`config.mk`:
```
export PLATFORM = sky130hd
export DESIGN_NAME = ll_detector
export DESIGN_NICKNAME = d
export VERILOG_FILES = /design/src/rtl/ll_detector.sv
export SDC_FILE = /design/constraint.sdc
export NUM_CORES = 1
export LEC_CHECK = 0
export ABC_AREA = 1
export BUFFER_PORTS_ARGS = -buffer_cell sky130_fd_sc_hd__buf_2
export CAP_MARGIN = 10
export CORE_MARGIN = 10
export CORE_UTILIZATION = 40
export CTS_BUF_LIST = sky130_fd_sc_hd__clkbuf_4 sky130_fd_sc_hd__clkbuf_8 sky130_fd_sc_hd__clkbuf_16
export DETAILED_ROUTE_END_ITERATION = 10
export PLACE_DENSITY = 0.7
export SYNTH_ARGS = -nofsm -noshare
export SYNTH_HDL_FRONTEND = slang
export SYNTH_SLANG_ARGS = --single-unit
```
`constraint.sdc`:
```
create_clock -name clk -period 3.4 [get_ports clk]
set_input_delay 0.17 -clock clk [delete_from_list [all_inputs] [get_ports clk]]
set_output_delay 0.17 -clock clk [all_outputs]
set_load 0.01 [all_outputs]
```
`src/rtl/ll_detector.sv`:
```
// Threshold/persistence seizure detector on the line-length feature stream.
// Raises seizure after a run of exceedances and emits an event record (peak, length) via valid/ready.
module ll_detector #(
    parameter int unsigned data_width = 25,
    parameter int unsigned cnt_width  = 8
) (
    input  logic                         clk,
    input  logic                         rst,
    input  logic                         en,
    input  logic signed [data_width-1:0] din,
    input  logic                         din_valid,
    input  logic        [data_width-2:0] thr,
    input  logic        [cnt_width-1:0]  n_consec,
    input  logic        [cnt_width-1:0]  hold_len,
    output logic                         seizure,
    output logic        [1:0]            state_dbg,
    output logic                         evt_valid,
    input  logic                         evt_ready,
    output logic signed [data_width-1:0] evt_peak,
    output logic        [cnt_width-1:0]  evt_len,
    output logic                         evt_ovf
);

    localparam int unsigned cw1 = cnt_width + 1;

    typedef enum logic [1:0] {
        IDLE   = 2'd0,
        ARMING = 2'd1,
        ALARM  = 2'd2,
        HOLD   = 2'd3
    } state_t;

    state_t                       state;
    logic        [cnt_width-1:0]  cnt;
    logic        [cnt_width-1:0]  hcnt;
    logic        [cnt_width-1:0]  len;
    logic signed [data_width-1:0] peak;

    logic                         accept;
    logic                         exceed;
    logic        [cnt_width-1:0]  nc_eff;
    logic        [cnt_width-1:0]  len_inc;
    logic signed [data_width-1:0] peak_max;
    logic                         arm_done;
    logic                         end_evt;

    // Sample qualification and per-sample helper values
    always_comb begin
        accept   = din_valid && !en;
        exceed   = din > $signed({1'b0, thr});
        nc_eff   = (n_consec == '0) ? cnt_width'(1) : n_consec;
        len_inc  = (len == {cnt_width{1'b1}}) ? len : len + cnt_width'(1);
        peak_max = (din > peak) ? din : peak;
        arm_done = (cw1'(cnt) + cw1'(1)) >= cw1'(nc_eff);
        end_evt  = 1'b0;
        if (accept && !exceed) begin
            if (state == ALARM && hold_len <= cnt_width'(1))
                end_evt = 1'b1;
            else if (state == HOLD && hcnt <= cnt_width'(1))
                end_evt = 1'b1;
        end
    end

    assign state_dbg = state;

    always_ff @(posedge clk) begin
        if (!rst) begin
            state     <= IDLE;
            cnt       <= '0;
            hcnt      <= '0;
            len       <= '0;
            peak      <= '0;
            seizure   <= 1'b0;
            evt_valid <= 1'b0;
            evt_peak  <= '0;
            evt_len   <= '0;
            evt_ovf   <= 1'b0;
        end else begin
            // Record handshake runs regardless of the enable
            if (end_evt) begin
                if (!evt_valid || evt_ready) begin
                    evt_valid <= 1'b1;
                    evt_peak  <= peak_max;
                    evt_len   <= len_inc;
                end else begin
                    evt_ovf <= 1'b1;
                end
            end else if (evt_valid && evt_ready) begin
                evt_valid <= 1'b0;
            end

            if (accept) begin
                case (state)
                    IDLE: begin
                        if (exceed) begin
                            cnt <= cnt_width'(1);
                            if (nc_eff == cnt_width'(1)) begin
                                state   <= ALARM;
                                peak    <= din;
                                len     <= cnt_width'(1);
                                seizure <= 1'b1;
                            end else begin
                                state <= ARMING;
                            end
                        end
                    end
                    ARMING: begin
                        if (exceed) begin
                            cnt <= cnt + cnt_width'(1);
                            if (arm_done) begin
                                state   <= ALARM;
                                peak    <= din;
                                len     <= cnt_width'(1);
                                seizure <= 1'b1;
                            end
                        end else begin
                            cnt   <= '0;
                            state <= IDLE;
                        end
                    end
                    ALARM: begin
                        len  <= len_inc;
                        peak <= peak_max;
                        if (end_evt) begin
                            state   <= IDLE;
                            seizure <= 1'b0;
                            cnt     <= '0;
                        end else if (!exceed) begin
                            hcnt  <= hold_len - cnt_width'(1);
                            state <= HOLD;
                        end
                    end
                    HOLD: begin
                        len  <= len_inc;
                        peak <= peak_max;
                        if (exceed) begin
                            state <= ALARM;
                        end else if (end_evt) begin
                            state   <= IDLE;
                            seizure <= 1'b0;
                            cnt     <= '0;
                        end else begin
                            hcnt <= hcnt - cnt_width'(1);
                        end
                    end
                    default: state <= IDLE;
                endcase
            end
        end
    end

endmodule

```
# Yosys cells after proc, flatten, opt, wreduce, memory -nomap -nowiden
# Cells that the tools add are included.
[word_totals]
ff_bits = 87
latch_bits = 0
ramBits = 0
romBits = 0
inputBits = 70
output_inout_bits = 38
wordCells = 105
memories = 0
[classes]
add_sub_neg = 5
multipliers = 0
n_div = 0
order_cmp = 5
eq_ne = 17
shift = 0
muxes = 45
bitwise_logic = 1
reduce_logical = 22
[ops]
columns = ["op", "count"]
rows = [
  ["$mux 25", 5],
  ["$mux 8", 14],
  ["$pmux 25 s3", 1],
  ["$gt 25x25->1", 2],
  ["$pmux 8 s4", 1],
  ["$pmux 8 s3", 1],
  ["$add 8x1->8 const B", 2],
  ["$le 8x1->1 const B", 2],
  ["$mux 2", 8],
  ["$ne 2x2->1 const B", 8],
  ["$pmux 8 s2", 1],
  ["$sub 8x1->8 const B", 2],
  ["$mux 1", 12],
  ["$reduce_and 6->1", 2],
  ["$reduce_and 5->1", 2],
  ["$add 8x1->9 const B", 1],
  ["$ge 9x8->1", 1],
  ["$ne 3x3->1 const B", 3],
  ["$eq 8x1->1 const B", 1],
  ["$eq 8x8->1 const B", 1],
  ["$logic_not 8->1", 1],
  ["$pmux 2 s4", 1],
  ["$reduce_and 2->1", 3],
  ["$logic_and 1x1->1", 5],
  ["11 further kinds", 15],
]

# Logic depth before layout (Yosys ltp)
[logic_depth]
depth_word = 8
depth_mapped = 21
ltp_nobuf = 20

# Worst setup path before layout
# OpenSTA, ideal clock, no wires.
[synth_path]
path_type = "register to register"
startpoint = "register cnt[0]"
endpoint = "register peak[0]"
setup_ns = 0.109
arrival_ns = 2.395
required_ns = 3.291
setup_slack_ns = 0.896
stages_incl_launch_ff = 21
path_buffers = 2
period_less_slack_ns = 2.504
path_cell_list = "dfxtp_1 -> ha_1 -> nand2_2 -> nor2_4 -> nand3_1 -> xor2_1 -> inv_1 -> ha_1 -> a21o_1 -> nand3_1 -> nand2_1 -> nor2_2 -> nand3_1 -> nor2_1 -> nor2_1 -> nand2_2 -> buf_6 -> buf_6 -> a21oi_1 -> nand2_1 -> inv_1"
[synth_via]
elab_chain_len = 4
[synth_rtl]
columns = ["item", "line_no", "source"]
rows = [
  ["from (decl)", "34", "logic [cnt_width-1:0] cnt;"],
  ["from (signal assigned)", "96", "cnt <= cnt_width'(1);"],
  ["from (signal assigned)", "109", "cnt <= cnt + cnt_width'(1);"],
  ["$add 8x1->9", "54", "arm_done = (cw1'(cnt) + cw1'(1)) >= cw1'(nc_eff);"],
  ["$ge 9x8->1", "54", ""],
  ["$ne 2x2->1 (no source line)", "--", ""],
  ["$reduce_and 5->1 (no source line)", "--", ""],
  ["to (signal assigned)", "99", "peak <= din;"],
  ["to (signal assigned)", "112", "peak <= din;"],
  ["to (signal assigned)", "123", "peak <= peak_max;"],
  ["to (decl)", "37", "logic signed [data_width-1:0] peak;"],
]
# Every way passes these cells.
# A chain may end at the register's enable or synchronous reset.

# Final worst setup path
[layout_path]
startpoint = "register cnt[0]"
endpoint = "register len[0]"
[layout_via]
elab_chain_len = 4
[layout_rtl]
columns = ["item", "line_no", "source"]
rows = [
  ["$add 8x1->9", "54", ""],
  ["$ge 9x8->1", "54", ""],
  ["$ne 2x2->1 (no source line)", "--", ""],
  ["$reduce_and 5->1 (no source line)", "--", ""],
  ["to (signal assigned)", "100", "len <= cnt_width'(1);"],
  ["to (signal assigned)", "113", "len <= cnt_width'(1);"],
  ["to (signal assigned)", "122", "len <= len_inc;"],
  ["to (decl)", "36", "logic [cnt_width-1:0] len;"],
]
# Every way passes these cells.

==> summary.txt <==
GRT
  • Vias in the first global route: 6090
  • Largest net degree at the start of global routing: 58
  • First-pass GRT wire length: 28800 µm
  • Initial antenna violation count: 0
  • Total gr overflow: 0
  • GRT Util Overall: 0.157

Critical path
  • Crit path max-delay family: simple AND/OR/NAND/NOR gates
  • Crit path launch type: register
  • RR Endpoint: len[0]
  • Crit path kind: register to register
  • Crit path capture type: register
  • CP max stage cell: dfxtp_1
  • Register-to-register path setup slack: 0.47 ns
  • WP data arrival: 3.14 ns
  • R2r startpoint: cnt[0]
  • Cell Chain, Critical Path: ha_1 -> nand2_2 -> nor2_4 -> nand3_1 -> xor2_1 -> inv_1 -> ha_1 -> a21o_1 -> nand3_1 -> nand2_1 -> nor2_2 -> nand3_1 -> nor2_1 -> nor2_1 -> nand2_2 -> buf_12 -> inv_1 -> o21ai_0 -> nor2_1
  • WP buf/inv: 3
  • Max incr delay on CP: 0.41 ns
  • R2R depth: 19
  • CP Max Fanout: 57
  • Critical Path Stages: 19
  • Req. time, crit path: 3.61 ns

Clocking
  • Post-CTS setup buffers: 0
  • Worst-Skew Late Latency: 0.34 ns
  • Max Buffers Root-to-Sink: 2
  • Num CTS Buffers: 9
  • Clock-pin slew on the worst setup and hold paths: 0.06 ns
  • CTS tree: yes
  • CTS HTree Levels: 3
  • Hold bufs inserted after CTS: 0
  • CTS resizes: 0
  • Clock sink total: 87
  • Clock root buffer: clkbuf_16

Route
  • TritonRoute pass-1 iters: 5
  • Drt first-iter violations: 350
  • Vias post-DR: 6421
  • Wire per inst: 12.7 µm
  • DRT antenna net count: 0
  • Final wirelength: 17000 µm
  • DR DRC count: 0
  • Drt via density: 4.80

Hold path
  • Hold path start: evt_ready
  • Hold Path Sink: evt_valid
  • Hold path depth: 4
  • Hold Crit Class: input pin to register

Placed design
  • Dpl hpwl: 12900 µm
  • Port-buffer cells: 107
  • Pre-CTS setup slack: 0.494 ns
  • Global placement routability congestion: 0.886
  • Inst Count DP: 1322

Timing
  • Clk_skew: 0.00711 ns
  • Slew headroom: 0.468
  • Period utilization: 0.861
  • Slew of the pin with the lowest slew margin: 0.799 ns
  • Slew Limit Fails: 0
  • Minimum clock period: 2.93 ns
  • Final hold vios: 0
  • Final number of setup-violating endpoints: 0
  • Max Fclk: 0.341 GHz
  • Setup WS post-layout: 0.471 ns
  • Setup TNS Final: 0 ns
  • RSZ-0062 raised after global routing: no

Synth
  • EDFF count, synth: 0
  • Synth Register Bits: 87
  • Yosys top cell by area: dfxtp_1
  • Synthesized Nets: 1158
  • Post-synth ARST share: 0
  • Ranking of synthesized cells by area: dfxtp_1 27%, nand2_1 13%, ha_1 12%
  • Synth Cell Area: 6480 µm²
  • Post-Syn Instances: 1025
  • Post-synth cell types: 37
  • Avg Inst Size Synth: 6.32 µm²
  • Synth Flop Type: dfxtp_1
  • Syn. warnings: 0
  • Top cell type's share of synthesized area: 0.269
  • Sequential share of the synthesized area: 0.269

Power and ir drop
  • Max IR drop VDD: 0.211 mV
  • Total chip power: 2.56 mW
  • Pleak: 3.92 nW
  • Pwr dens: 343 nW/µm²

Cells and area
  • Layout cells sized above 1: 0.149
  • Util after Layout: 0.470
  • Post-Layout Cell Count: 1338
  • Area occupied by registers: 1740 µm²
  • Commonest non-fill, non-tap cells in the layout: 218 x nand2_1, 158 x inv_1, 155 x nor2_1, 107 x buf_2, 94 x a21oi_1
  • Fillers: 1689
  • Final Net Count: 1250
  • Ant diodes: 0
  • Most common cell after layout, fill and taps aside: nand2_1
  • Area of the multi-input gates: 3910 µm²
  • Area Growth Syn to Fin: 15.3%

Status
  • Outcome: complete, no violations

Flow run
  • Maximum Capacitance Violations: 0

Die
  • Die Height: 147 µm
  • Width of the die: 147 µm
  • Die area: 21700 µm²
  • Placement Rows: 46
  • Core ar.: 15900 µm²
  • I/O pin cnt: 108
  • Initial core utilization: 0.408
-- per-stage QoR --
step                      instance area [µm²]  hold WS [ns]
after floorplan                          6480         0.428
after global placement                   7160         0.455
after detailed placement                 7160         0.462
after CTS                                7460         0.210
after global routing                     7460         0.239
final                                    7460         0.221
-- Yosys cell counts (4+ instances only) --
master    number
or2_2          4
buf_4          8
inv_1        158
a21o_1         5
nand2_2       11
nand4_1       12
a21oi_2        5
xor2_1        14
ha_1          63
dfxtp_1       87
clkbuf_1      12
buf_2          9
nand2_1      218
a21oi_1       94
nand3_1       75
nor3_1        13
o21ai_0       46
nor2_1       155
-- area by class of cell --
class,count,share of cell area
Tap cell,216,0.0362
Clock inverter,5,0.00771
Multi-Input combinational cell,738,0.524
Inverter,164,0.0825
Clock buffer,11,0.0330
Sequential cell,87,0.233
Timing Repair Buffer,117,0.0835
-- sequential cells by signal (all words and copies together) (netlist names) --
name and flops:
evt_len 8, len 8, state_dbg 2, evt_peak 25
evt_ovf 1, cnt 8, hcnt 8, seizure 1
peak 25, evt_valid 1
-- cell families after synthesis --
| logic type | share of synthesized area |
|---|---|
| multiplexers | 0.00155 |
| AO/OA/AOI/OAI | 0.129 |
| adder cells (fa/ha/maj) | 0.122 |
| flip-flops | 0.269 |
| buffers and inverters | 0.128 |
| AND/OR/NAND/NOR | 0.330 |
| XOR/XNOR | 0.0216 |
-- per-layer routing --
| metal | wire (µm) | vias to the layer above | global-route usage |
|---|---|---|---|
| met4 | 211 | 0 | 0.0382 |
| li1 | - | 3438 | - |
| met5 | 0 | - | 0 |
| met2 | 7720 | 152 | 0.261 |
| met3 | 1090 | 15 | 0.0448 |
| met1 | 7970 | 2816 | 0.196 |
-- how the worst max path moves through the flow --
stage | from | end | slack (ns)
global placement | cnt[0] | len[0] | 0.57
CTS | cnt[0] | len[0] | 0.47
global route | cnt[0] | len[0] | 0.12
floorplan | cnt[0] | peak[0] | 0.90
finish | cnt[0] | len[0] | 0.47
detailed placement | cnt[0] | len[0] | 0.49
-- power by group --
part / switching (mW) / internal [mW]
Combinational: 0.323 / 0.182
Sequential: 0.0127 / 1.04
Clock: 0.411 / 0.598
-- tightest hold or removal path: cells and delay by family --
family	cells	cell delay (ns)
buffers and inverters	2	0.18
AOI/OAI and AO/OA	1	0.06
and+or+nand+nor	1	0.10
Note: power is estimated with default switching activity, not from simulation.
